===== config.mk =====
export PLATFORM = sky130hd
export DESIGN_NAME = pattern_delay_timer_flat
export DESIGN_NICKNAME = d
export VERILOG_FILES = /design/src/rtl/pattern_delay_timer_if.sv /design/src/rtl/pattern_delay_timer.sv /design/src/flat_wrapper.sv
export SDC_FILE = /design/constraint.sdc
export NUM_CORES = 1
export LEC_CHECK = 0
export ABC_AREA = 1
export CAP_MARGIN = 15
export CORE_MARGIN = 2
export CORE_UTILIZATION = 58
export CTS_BUF_LIST = sky130_fd_sc_hd__clkbuf_2 sky130_fd_sc_hd__clkbuf_4 sky130_fd_sc_hd__clkbuf_8
export DETAILED_ROUTE_END_ITERATION = 10
export PLACE_DENSITY = 0.91
export SLEW_MARGIN = 20
export SYNTH_ARGS = -nofsm -noshare
export SYNTH_HDL_FRONTEND = slang
export SYNTH_SLANG_ARGS = --single-unit

===== constraint.sdc =====
create_clock -name clk -period 1.8 [get_ports clk]
set_input_delay 0.27 -clock clk [delete_from_list [all_inputs] [get_ports clk]]
set_output_delay 0.27 -clock clk [all_outputs]
set_load 0.05 [all_outputs]

===== src/rtl/pattern_delay_timer_if.sv =====
// rtl/pattern_delay_timer_if.sv - serial control and user handshake bundle for pattern_delay_timer
interface pattern_delay_timer_if #(
  parameter int DELAY_W = 4
);
  logic               data;
  logic               data_valid;
  logic               ack;
  logic               shift_ena;
  logic               counting;
  logic               done;
  logic [DELAY_W-1:0] count;
  logic [3:0]         state_onehot;

  modport master (
    output data, data_valid, ack,
    input  shift_ena, counting, done, count, state_onehot
  );

  modport slave (
    input  data, data_valid, ack,
    output shift_ena, counting, done, count, state_onehot
  );
endinterface


===== src/rtl/pattern_delay_timer.sv =====
// rtl/pattern_delay_timer.sv - start-pattern search, serial delay load, unit countdown, done/ack
module pattern_delay_timer #(
  parameter int                   PATTERN_W       = 4,
  parameter logic [PATTERN_W-1:0] PATTERN         = 4'b1101,
  parameter int                   DELAY_W         = 4,
  parameter int                   CYCLES_PER_UNIT = 1000
) (
  input  logic                  clk,
  input  logic                  reset,
  pattern_delay_timer_if.slave  bus
);

  localparam int FILL_W = $clog2(PATTERN_W + 1);
  localparam int BIT_W  = $clog2(DELAY_W + 1);
  localparam int UNIT_W = (CYCLES_PER_UNIT > 1) ? $clog2(CYCLES_PER_UNIT) : 1;
  localparam logic [UNIT_W-1:0] UNIT_LAST = UNIT_W'(CYCLES_PER_UNIT - 1);

  typedef enum logic [1:0] {
    S_SEARCH = 2'd0,
    S_SHIFT  = 2'd1,
    S_COUNT  = 2'd2,
    S_WAIT   = 2'd3
  } state_e;

  state_e               state_q;
  logic [PATTERN_W-1:0] hist_q;
  logic [FILL_W-1:0]    fill_q;
  logic [BIT_W-1:0]     bit_q;
  logic [UNIT_W-1:0]    unit_q;
  logic [DELAY_W-1:0]   count_q;

  logic [PATTERN_W-1:0] hist_d;
  logic [FILL_W-1:0]    fill_d;
  logic [DELAY_W-1:0]   count_d;
  logic                 match;

  // Single-bit widths have no "older" bits to keep, so the shift collapses to the new bit.
  if (PATTERN_W == 1) begin : g_hist1
    assign hist_d = bus.data;
  end else begin : g_histn
    assign hist_d = {hist_q[PATTERN_W-2:0], bus.data};
  end

  if (DELAY_W == 1) begin : g_cnt1
    assign count_d = bus.data;
  end else begin : g_cntn
    assign count_d = {count_q[DELAY_W-2:0], bus.data};
  end

  assign fill_d = (fill_q == FILL_W'(PATTERN_W)) ? fill_q : fill_q + FILL_W'(1);
  assign match  = (fill_d == FILL_W'(PATTERN_W)) && (hist_d == PATTERN);

  always_ff @(posedge clk) begin
    if (reset) begin
      state_q <= S_SEARCH;
      hist_q  <= '0;
      fill_q  <= '0;
      bit_q   <= '0;
      unit_q  <= '0;
      count_q <= '0;
    end else begin
      case (state_q)
        S_SEARCH: begin
          if (bus.data_valid) begin
            hist_q <= hist_d;
            fill_q <= fill_d;
            if (match) begin
              state_q <= S_SHIFT;
              bit_q   <= '0;
            end
          end
        end
        S_SHIFT: begin
          if (bus.data_valid) begin
            count_q <= count_d;
            if (bit_q == BIT_W'(DELAY_W - 1)) begin
              state_q <= S_COUNT;
              bit_q   <= '0;
              unit_q  <= '0;
            end else begin
              bit_q <= bit_q + BIT_W'(1);
            end
          end
        end
        S_COUNT: begin
          // count==0 at the end of a unit means the final unit just elapsed.
          if (unit_q == UNIT_LAST) begin
            unit_q <= '0;
            if (count_q == '0) begin
              state_q <= S_WAIT;
            end else begin
              count_q <= count_q - DELAY_W'(1);
            end
          end else begin
            unit_q <= unit_q + UNIT_W'(1);
          end
        end
        S_WAIT: begin
          if (bus.ack) begin
            state_q <= S_SEARCH;
            hist_q  <= '0;
            fill_q  <= '0;
          end
        end
        default: state_q <= S_SEARCH;
      endcase
    end
  end

  assign bus.shift_ena    = (state_q == S_SHIFT) && bus.data_valid;
  assign bus.counting     = (state_q == S_COUNT);
  assign bus.done         = (state_q == S_WAIT);
  assign bus.count        = count_q;
  assign bus.state_onehot = 4'b0001 << state_q;

endmodule

===== src/flat_wrapper.sv =====
// flat-port wrapper written by rule: the top's interface ports become plain ports
module pattern_delay_timer_flat 
#(
  parameter int                   PATTERN_W       = 4,
  parameter logic [PATTERN_W-1:0] PATTERN         = 4'b1101,
  parameter int                   DELAY_W         = 4,
  parameter int                   CYCLES_PER_UNIT = 1000
)
  (clk, reset, bus_data, bus_data_valid, bus_ack, bus_shift_ena, bus_counting, bus_done, bus_count, bus_state_onehot);
  pattern_delay_timer_if #(.DELAY_W(DELAY_W)) bus_i ();
  input  logic clk;
  input  logic reset;
  input wire logic [$bits(bus_i.data)-1:0] bus_data;
  input wire logic [$bits(bus_i.data_valid)-1:0] bus_data_valid;
  input wire logic [$bits(bus_i.ack)-1:0] bus_ack;
  output wire logic [$bits(bus_i.shift_ena)-1:0] bus_shift_ena;
  output wire logic [$bits(bus_i.counting)-1:0] bus_counting;
  output wire logic [$bits(bus_i.done)-1:0] bus_done;
  output wire logic [$bits(bus_i.count)-1:0] bus_count;
  output wire logic [$bits(bus_i.state_onehot)-1:0] bus_state_onehot;
  assign bus_i.data = bus_data;
  assign bus_i.data_valid = bus_data_valid;
  assign bus_i.ack = bus_ack;
  assign bus_shift_ena = bus_i.shift_ena;
  assign bus_counting = bus_i.counting;
  assign bus_done = bus_i.done;
  assign bus_count = bus_i.count;
  assign bus_state_onehot = bus_i.state_onehot;
  pattern_delay_timer #(.PATTERN_W(PATTERN_W), .PATTERN(PATTERN), .DELAY_W(DELAY_W), .CYCLES_PER_UNIT(CYCLES_PER_UNIT)) u_core (.clk(clk), .reset(reset), .bus(bus_i));
endmodule

* Yosys cells after proc, flatten, opt, wreduce, memory -nomap -nowiden *
Index checks and enable logic that the tools add are counted.
W data, S select, Z words.

word-level totals
  flip-flop bits (word level) = 25
  logic and storage cells = 67
  memories = 0
  latch bits = 0
  output and inout bits = 11
  bits in read-only memories = 0
  bits in writable memories = 0

cells by class
  shift-type cells = 1
  mux-type cells = 28
  equal/unequal tests = 16
  magnitude comparators = 0
  div/mod/pow operators = 0
  $mul = 0
  bitwise logic cells = 0
  add/sub/neg operators = 4
  reductions and logical operators = 12

operators by type and width
  kind                     count
  $mux W10                 3
  $mux W3                  9
  $pmux W10 S2             1
  $pmux W3 S2              3
  $mux W2                  7
  $mux W4                  3
  $add A10 B1 Y10 const B  1
  $eq A10 B10 Y1 const B   1
  $ne A2 B1 Y1 const B     4
  $ne A2 B2 Y1 const B     4
  $pmux W2 S4              1
  $pmux W4 S2              1
  $reduce_and A4 Y1        2
  $reduce_and A7 Y1        1
  $add A3 B1 Y3 const B    2
  $eq A3 B3 Y1 const B     2
  $reduce_and A3 Y1        2
  $reduce_bool A2 Y1       3
  $eq A2 B2 Y1 const B     2
  $eq A4 B4 Y1 const B     1
  $logic_not A4 Y1         1
  $shl A1 B2 Y4 const A    1
  $sub A4 B1 Y4 const B    1
  $eq A3 B2 Y1 const B     1
  other kinds (3)          4

* Logic depth before layout (Yosys ltp) *
Gate-level depths: netlist (run 1).

  word-level depth = 7
  mapped depth = 12

* Least setup slack after synthesis (run 1) *
Ideal clock, no wire load.

  path type = reg-to-reg
  start point = register u_core.state_q[0]
  end point = register u_core.unit_q[8]
  setup time = 0.125 ns
  arrival = 1.793 ns
  slack = -0.118 ns
  data required time = 1.675 ns
  clock period less this slack = 1.918 ns
  stages on the path, launching flop included = 10
  cell sequence = dfxtp_1 > inv_1 > ha_1 > inv_2 > o21ai_2 > nand2_4 > inv_4 > nand2_2 > nor3_1 > nor3_2

between the ends
  cells in the longest elaborated chain, start to end = 3
  elaborated cells on any way between the ends = 7
  those cells by class = eq/ne: 4; mux: 1; reduce/logical: 2

ends and longest elaborated chain
  element                              RTL line                   source
  start, declared                      pattern_delay_timer.sv:25  state_e state_q;
  start signal, assigned               pattern_delay_timer.sv:55  state_q <= S_SEARCH;
  start signal, assigned               pattern_delay_timer.sv:68  state_q <= S_SHIFT;
  start signal, assigned               pattern_delay_timer.sv:77  state_q <= S_COUNT;
  $eq A2 B2 Y1 *                       n/a
  named net bus_counting               flat_wrapper.sv:17         output wire logic [$bits(bus_i.counting)-1:0] bus_counting;
  $reduce_bool A2 Y1 (no source line)  n/a
  $reduce_and A3 Y1 (no source line)   n/a
  end signal, assigned                 pattern_delay_timer.sv:95  unit_q <= unit_q + UNIT_W'(1);
  end, declared                        pattern_delay_timer.sv:29  logic [UNIT_W-1:0] unit_q;

Mark *: on every way through the listed nets, which the timed path passes. The rest lies on a longest branch.
A chain may end at the register's enable or synchronous reset.

* Worst setup path in the final report (run 1) *
  start point = register u_core.state_q[1]
  end point = register u_core.unit_q[8]

between the ends
  cells in the longest elaborated chain, start to end = 3
  elaborated cells on any way between the ends = 7
  those cells by class = eq/ne: 4; mux: 1; reduce/logical: 2

ends and longest elaborated chain
  element                                                RTL line                   source
  $eq A2 B1 Y1 or $eq A2 B2 Y1 (tied branches)           pattern_delay_timer.sv:62  case (state_q)
  $ne A2 B1 Y1 (no source line) (tied with other cells)  n/a
  $reduce_and A3 Y1 (no source line)                     n/a

Several ways; a longest one is shown, not always the timed one.

==> results.ini, run 1 <==
[layout]
finalCoreUtilization = 0.729
final_nets = 250
layout-drive-gt1-share = 0.174
area_growth_pct = 21.0
antenna_cells = 0

[pwr]
vdd.ir_drop.worst_v = 0.000457
overall_power_consumption_mw = 0.879
leakage_nw = 0.780
power-per-cell-area_nw_per_um2 = 496

[clocking]
clk_transition_reported_paths_ns = 0.13
clockBufferDepth = 2
cts_num_sinks = 25
clk_latency_ns = 0.32
number_of_buffers_created_by_cts = 3
cts.root.buffer_cell = sky130_fd_sc_hd__clkbuf_4
tritoncts_clock_tree = done
post_cts_buffers = 0
cts.htree.levels = 1

[die]
core_area_um2 = 2430
die_area_um2 = 2940
ios = 16
die_h_um = 54.3
initial_utilization = 0.602
fp.dieW_um = 54.3
placement_rows = 18

[global_route]
grt.met2_usage = 0.357
grt-ovfl-total = 0
grt_max_degree = 15
global_route_wire_length_before_repair_um = 4720
global_route.usage.met1 = 0.293
groute.layer.met3.usage = 0.0410
grt_use_total = 0.221
grt_antenna_before_repair = 0
grt_busiest_layer = met2
grt_pass1_vias = 1153

[place]
finalWeightedCongestion = 0.866
dpl.hpwl_um = 2250
placement.setup.worst_slack_ns = 0.0476
portBuffers = 15

[yosys]
synth_area_um2 = 1470
synth.lib_cells_used.distinct = 32
post_synthesis_sequential_area_ratio = 0.342
per_instance_average_area_after_synthesis_um2 = 6.85
ys_seq_elements = 25
net_count_synth = 228
asyncSetResetFlopFracSynth = 0
synth_top_flop_cell = sky130_fd_sc_hd__dfxtp_1
synth_enable_flop_cells = 0
synthesis.instances = 214
synth_warnings = 0

[sta]
highest_achievable_clock_rate_ghz = 0.600
final.setup.worst_slack_ns = 0.133
setup_failing_eps_final = 0
slew_viol_final = 0
finalHoldViolations = 0
period_needed_ns = 1.67
worst-slew-pin-transition_ns = 0.514
fin_skew_ns = 0.00165
finalCritPeriodShare = 0.926
worst_slew_margin_rel = 0.656

[run_status]
result_of_the_run = complete, no violations

[drt]
dr.first_iter.drc_count = 33
post-route-drc-count = 0
firstDrtPassIters = 4
postRouteAntennaNets = 0
post_drt_via_cell_ratio = 5.10
vias = 1351
routedWlPerCell_um = 10.9
postRouteWirelength_um = 2890

[critical_path]
timing_worst_setup_path_type = flip-flop to flip-flop
crit_path_max_fanout = 7
endpoint_kind = flip-flop
critPathArrivalTime_ns = 1.88
worstPathRequired_ns = 2.01
startpoint_type = flip-flop

[job]
max_cap_violations = 0

[worst_hold_path]
hp-class = flip-flop to flip-flop

[worst paths after layout]
check,start,to,slack [ns],cells past startpoint
setup / recovery,u_core.state_q[1]$_SDFFE_PP0P_,u_core.unit_q[8]$_SDFFE_PP0P_,0.13,10
hold / removal,u_core.hist_q[2]$_SDFFE_PP0P_,u_core.hist_q[2]$_SDFFE_PP0P_,0.49,2
setup reg to reg,u_core.state_q[1]$_SDFFE_PP0P_,u_core.unit_q[8]$_SDFFE_PP0P_,0.13,10
hold reg to reg,u_core.hist_q[2]$_SDFFE_PP0P_,u_core.hist_q[2]$_SDFFE_PP0P_,0.49,2
[where the power goes]
| part | internal, mW | switching, mW |
|---|---|---|
| sequential | 0.560 | 0.00551 |
| combinational | 0.0298 | 0.0382 |
| clock | 0.0832 | 0.162 |
| total | 0.673 | 0.206 |
[per-stage QoR]
stage          TNS, ns  std cells  hold WS (ns)  instance area (um^2)
3_5_place_dp         0        261         0.454                  1720
2_1_floorplan        0        214         0.419                  1470
3_3_place_gp         0        261         0.449                  1720
5_1_grt        -0.0111        265         0.515                  1770
4_1_cts              0        265         0.489                  1740
6_report             0        265         0.489                  1770
[state kept, by name (all words and copies together), names as in the netlist]
name,cells
u_core.fill_q,3
u_core.state_q,2
u_core.unit_q,10
u_core.hist_q,3
u_core.bit_q,3
u_core.bus.count,4
[Yosys cell counts (2+ instances only)]
| library cell | number | share of area |
|---|---|---|
| sky130_fd_sc_hd__xor2_1 | 4 | 0.024 |
| sky130_fd_sc_hd__o21ai_2 | 2 | 0.012 |
| sky130_fd_sc_hd__nor2_2 | 2 | 0.0085 |
| sky130_fd_sc_hd__nand2_1 | 51 | 0.13 |
| sky130_fd_sc_hd__nand3_1 | 10 | 0.034 |
| sky130_fd_sc_hd__dfxtp_1 | 25 | 0.34 |
| sky130_fd_sc_hd__nand2_2 | 2 | 0.0085 |
| sky130_fd_sc_hd__buf_4 | 2 | 0.010 |
| sky130_fd_sc_hd__o21ai_0 | 9 | 0.031 |
| sky130_fd_sc_hd__inv_1 | 27 | 0.069 |
| sky130_fd_sc_hd__nor3_1 | 6 | 0.020 |
| sky130_fd_sc_hd__ha_1 | 9 | 0.077 |
| sky130_fd_sc_hd__inv_2 | 3 | 0.0077 |
| sky130_fd_sc_hd__a21oi_1 | 15 | 0.051 |
| sky130_fd_sc_hd__nor2_1 | 30 | 0.077 |
[timing repair]
item	4_1_cts	5_1_grt
cloned	0	0
pin swaps	0	1
hold buffers	0	0
endpoints found under the setup margin	2	12
gates resized for setup	2	6
[cells in the final DEF (no fill, tap or decap), types with 5 or more instances in the layout]
cell / Yosys / layout
sky130_fd_sc_hd__buf_4: 2 / 9
sky130_fd_sc_hd__nand2_1: 51 / 51
sky130_fd_sc_hd__a21oi_1: 15 / 15
sky130_fd_sc_hd__inv_1: 27 / 27
sky130_fd_sc_hd__nor3_1: 6 / 5
sky130_fd_sc_hd__buf_12: 0 / 5
sky130_fd_sc_hd__nand3_1: 10 / 10
sky130_fd_sc_hd__dfxtp_1: 25 / 22
sky130_fd_sc_hd__ha_1: 9 / 6
sky130_fd_sc_hd__nor2_1: 30 / 30
sky130_fd_sc_hd__o21ai_0: 9 / 9
[cell families after synthesis]
family / Yosys count / synth area share
xor gates and xnor gates: 5 / 0.0299
DFF: 25 / 0.342
buffers and inverters: 35 / 0.0965
and+or+nand+nor: 108 / 0.320
adders and majority gates: 9 / 0.0769
AOI/OAI and AO/OA: 32 / 0.135
[area by class of cell]
| type | instances | area (um^2) |
|---|---|---|
| clock inverters | 1 | 5.00 |
| well taps | 30 | 37.5 |
| inverters | 32 | 123 |
| multi-input cells | 154 | 856 |
| repair buffers | 20 | 225 |
| flip-flops and latches | 25 | 504 |
| clock buffers | 3 | 22.5 |
| fillers | 188 | 659 |
[layer usage]
layer,wire length [um],vias to the layer above
li1,-,715
met2,1330,37
met5,0,-
met3,137,5
met4,40,0
met1,1380,594
[critical path, cell delays in order, from the launching register on]
cell and delay, ns:
sky130_fd_sc_hd__dfxtp_2 0.40, sky130_fd_sc_hd__inv_1 0.10, sky130_fd_sc_hd__ha_4 0.21, sky130_fd_sc_hd__inv_2 0.08, sky130_fd_sc_hd__nor2_2 0.05, sky130_fd_sc_hd__a21oi_4 0.18, sky130_fd_sc_hd__nand2_4 0.13, sky130_fd_sc_hd__inv_4 0.10
sky130_fd_sc_hd__nand2_2 0.08, sky130_fd_sc_hd__nor3_2 0.17, sky130_fd_sc_hd__nor3_2 0.06
Power figures use the tool's default switching activity.
==> run 2: changes to the inputs <==
--- a/config.mk
+++ b/config.mk
@@ -6,13 +6,14 @@
 export NUM_CORES = 1
 export LEC_CHECK = 0
 export ABC_AREA = 1
+export ABC_CLOCK_PERIOD_IN_PS = 1800
 export CAP_MARGIN = 15
 export CORE_MARGIN = 2
 export CORE_UTILIZATION = 58
 export CTS_BUF_LIST = sky130_fd_sc_hd__clkbuf_2 sky130_fd_sc_hd__clkbuf_4 sky130_fd_sc_hd__clkbuf_8
 export DETAILED_ROUTE_END_ITERATION = 10
 export PLACE_DENSITY = 0.91
-export SLEW_MARGIN = 20
+export SLEW_MARGIN = 30
 export SYNTH_ARGS = -nofsm -noshare
 export SYNTH_HDL_FRONTEND = slang
 export SYNTH_SLANG_ARGS = --single-unit
==> results of run 2 <==
Final layout, timing and power as in run 1 (identical DEF).
==> run 3: changes to the inputs <==
--- a/config.mk
+++ b/config.mk
@@ -6,13 +6,13 @@
 export NUM_CORES = 1
 export LEC_CHECK = 0
 export ABC_AREA = 1
-export ABC_CLOCK_PERIOD_IN_PS = 1800
+export ABC_CLOCK_PERIOD_IN_PS = 2000
 export CAP_MARGIN = 15
 export CORE_MARGIN = 2
-export CORE_UTILIZATION = 58
+export CORE_UTILIZATION = 60
 export CTS_BUF_LIST = sky130_fd_sc_hd__clkbuf_2 sky130_fd_sc_hd__clkbuf_4 sky130_fd_sc_hd__clkbuf_8
 export DETAILED_ROUTE_END_ITERATION = 10
-export PLACE_DENSITY = 0.91
+export PLACE_DENSITY = 0.93
 export SLEW_MARGIN = 30
 export SYNTH_ARGS = -nofsm -noshare
 export SYNTH_HDL_FRONTEND = slang
==> constraint.sdc (replaced) <==
create_clock -name clk -period 2 [get_ports clk]
set_input_delay 0.3 -clock clk [delete_from_list [all_inputs] [get_ports clk]]
set_output_delay 0.3 -clock clk [all_outputs]
set_load 0.05 [all_outputs]
==> results.ini, run 3 (synthesis results as in run 1) <==
[run_status]
result_of_the_run = complete, no violations  ; unchanged

[sta]
finalSetupTns_ns = 0  ; unchanged
finalHoldViolations = 0  ; unchanged
setup_failing_eps_final = 0  ; unchanged
worst_slew_margin_rel = 0.664  ; was 0.656
worst-slew-pin-transition_ns = 0.502  ; was 0.514 ns
slew_viol_final = 0  ; unchanged
fin_skew_ns = 0.00225  ; was 0.00165 ns
rsz0062_at_grt = false
period_needed_ns = 1.87
highest_achievable_clock_rate_ghz = 0.534
finalCritPeriodShare = 0.936

[drt]
postRouteAntennaNets = 0  ; unchanged
firstDrtPassIters = 6  ; was 4
post-route-drc-count = 0  ; unchanged
post_drt_via_cell_ratio = 5.22  ; was 5.10
dr.first_iter.drc_count = 31  ; was 33
routedWlPerCell_um = 11.1  ; was 10.9 um
vias = 1357  ; was 1,351
postRouteWirelength_um = 2880  ; was 2890 um

[pwr]
power-per-cell-area_nw_per_um2 = 478  ; was 496 nW/um^2
leakage_nw = 0.736  ; was 0.780 nW
vdd.ir_drop.worst_v = 0.000497  ; was 0.000457 V

[critical_path]
worstPathRequired_ns = 1.70  ; was 2.01 ns
rr_endpoint = u_core.unit_q[8]$_SDFFE_PP0P_  ; unchanged
crit_start = u_core.bus.count[0]$_SDFFE_PP0P_  ; was u_core.state_q[1]$_SDFFE_PP0P_
startpoint_type = flip-flop  ; unchanged
path_cells = clkdlybuf4s50_1  ; was inv_1, ha_4, inv_2, nor2_2, a21oi_4, nand2_4, inv_4, nand2_2, nor3_2, nor3_2
crit_path_max_fanout = 5  ; was 7
critPathTopFamily = buffers and inverters  ; was simple AND/OR/NAND/NOR gates
critPathArrivalTime_ns = 1.57  ; was 1.88 ns
ff2ff_path_depth = 10  ; unchanged
buf_inv_stages_crit_path = 1  ; was 3
endpoint_kind = output pin  ; was flip-flop
timing.rr.start = u_core.state_q[1]$_SDFFE_PP0P_  ; unchanged
cpPeakStageDelay_ns = 0.83  ; was 0.40 ns
setup.reg_to_reg.worst_slack_ns = 0.21  ; was 0.13 ns
timing_worst_setup_path_type = flip-flop to output pin  ; was flip-flop to flip-flop
crit_path_top_delay_cell = sky130_fd_sc_hd__clkdlybuf4s50_1  ; was sky130_fd_sc_hd__dfxtp_2

[layout]
largest_reg_flops = 10  ; unchanged
nFillCells = 177  ; was 188
antenna_cells = 0  ; unchanged
final_nets = 247  ; was 250
finalCoreUtilization = 0.740  ; was 0.729
layout_common_cells = sky130_fd_sc_hd__nand2_1 (51), sky130_fd_sc_hd__nor2_1 (30), sky130_fd_sc_hd__inv_1 (27)  ; unchanged
commonest_non_fill_non_tap_cell_in_the_layout = sky130_fd_sc_hd__nand2_1  ; unchanged
layout-drive-gt1-share = 0.125  ; was 0.174
registers.top_by_ff_count = u_core.unit_q  ; unchanged
area_growth_pct = 13.9  ; was 21.0%

[clocking]
post_cts_buffers = 0  ; unchanged
cts_num_sinks = 25  ; unchanged
cts.root.buffer_cell = sky130_fd_sc_hd__clkbuf_4  ; unchanged
clk_transition_reported_paths_ns = 0.14  ; was 0.13 ns
clockBufferDepth = 2  ; unchanged
cts-resized-gates = 0  ; was 2
cts_hold_repair.buffers = 0  ; unchanged
cts.htree.levels = 1  ; unchanged
tritoncts_clock_tree = done  ; unchanged
number_of_buffers_created_by_cts = 3  ; unchanged
clk_latency_ns = 0.33  ; was 0.32 ns

[global_route]
grt_antenna_before_repair = 0  ; unchanged
global_route_wire_length_before_repair_um = 4890  ; was 4720 um
grt_use_total = 0.237  ; was 0.221
grt_pass1_vias = 1162  ; was 1,153
grt-ovfl-total = 0  ; unchanged
grt_max_degree = 15  ; unchanged

[place]
portBuffers = 15  ; unchanged
dpl.hpwl_um = 2260  ; was 2250 um
finalWeightedCongestion = 0.855  ; was 0.866

[die]
fp.dieW_um = 53.4  ; was 54.3 um
initial_utilization = 0.650  ; was 0.602
die_h_um = 53.4  ; was 54.3 um
die_area_um2 = 2850  ; was 2940 um^2
placement_rows = 17  ; was 18
ios = 16  ; unchanged
core_area_um2 = 2250  ; was 2430 um^2

[job]
max_cap_violations = 0  ; unchanged

[worst_hold_path]
worstHoldEndpoint = u_core.unit_q[2]$_SDFFE_PP0P_  ; was u_core.hist_q[2]$_SDFFE_PP0P_
min_path_cells = 2  ; unchanged
worstHoldStart = u_core.unit_q[2]$_SDFFE_PP0P_  ; was u_core.hist_q[2]$_SDFFE_PP0P_
hp-class = flip-flop to flip-flop  ; unchanged

[run 3: cell type report]
class / count / area, um^2 / area share
clock buffer: 3 / 22.5 / 0.0135
clock inverter: 1 / 5.00 / 0.00300
inverter: 32 / 123 / 0.0735
multi-input combinational: 154 / 823 / 0.493
sequential: 25 / 500 / 0.300
tap: 28 / 35.0 / 0.0210
timing repair buffer: 17 / 160 / 0.0960
[run 3: report_power, final]
group / switching, mW / internal [mW] / total [mW]
registers: 0.00498 / 0.504 / 0.509
logic: 0.0329 / 0.0242 / 0.0570
clock network: 0.157 / 0.0753 / 0.232
[run 3: layer usage]
metal  wire length (um)  vias to the layer above  global-route usage
met5                  0                        -                   0
met4                 40                        0              0.0940
met3                165                        5              0.0508
met2               1310                       39               0.385
met1               1360                      596               0.301
li1                   -                      717                   -
[run 3: worst min-delay path, cell delays in order (launching register included)]
cell and delay [ns]:
sky130_fd_sc_hd__dfxtp_1 0.35, sky130_fd_sc_hd__inv_1 0.05, sky130_fd_sc_hd__a211oi_1 0.05
[run 3: worst max path at each step]
stage | endpoint | slack (ns) | cells after the start
finish | bus_count[0] | 0.13 | 1
global route | bus_shift_ena | 0.06 | 5
CTS | bus_count[0] | 0.12 | 1
detailed placement | u_core.unit_q[8]$_SDFFE_PP0P_ | 0.22 | 10
global placement | u_core.bus.count[0]$_SDFFE_PP0P_ | 0.27 | 8
floorplan | u_core.unit_q[8]$_SDFFE_PP0P_ | 0.08 | 9
[run 3: metrics by stage]
step	instances	hold slack, ns	setup WS (ns)	total power, mW	cell area, um^2
finish	260	0.481	0.127	0.798	1670
global route	260	0.513	0.0569	0.831	1670
CTS	260	0.485	0.121	0.803	1670
detailed placement	256	0.459	0.222	0.577	1640
global placement	256	0.451	0.272	0.575	1640
floorplan	214	0.441	0.0819	0.556	1470
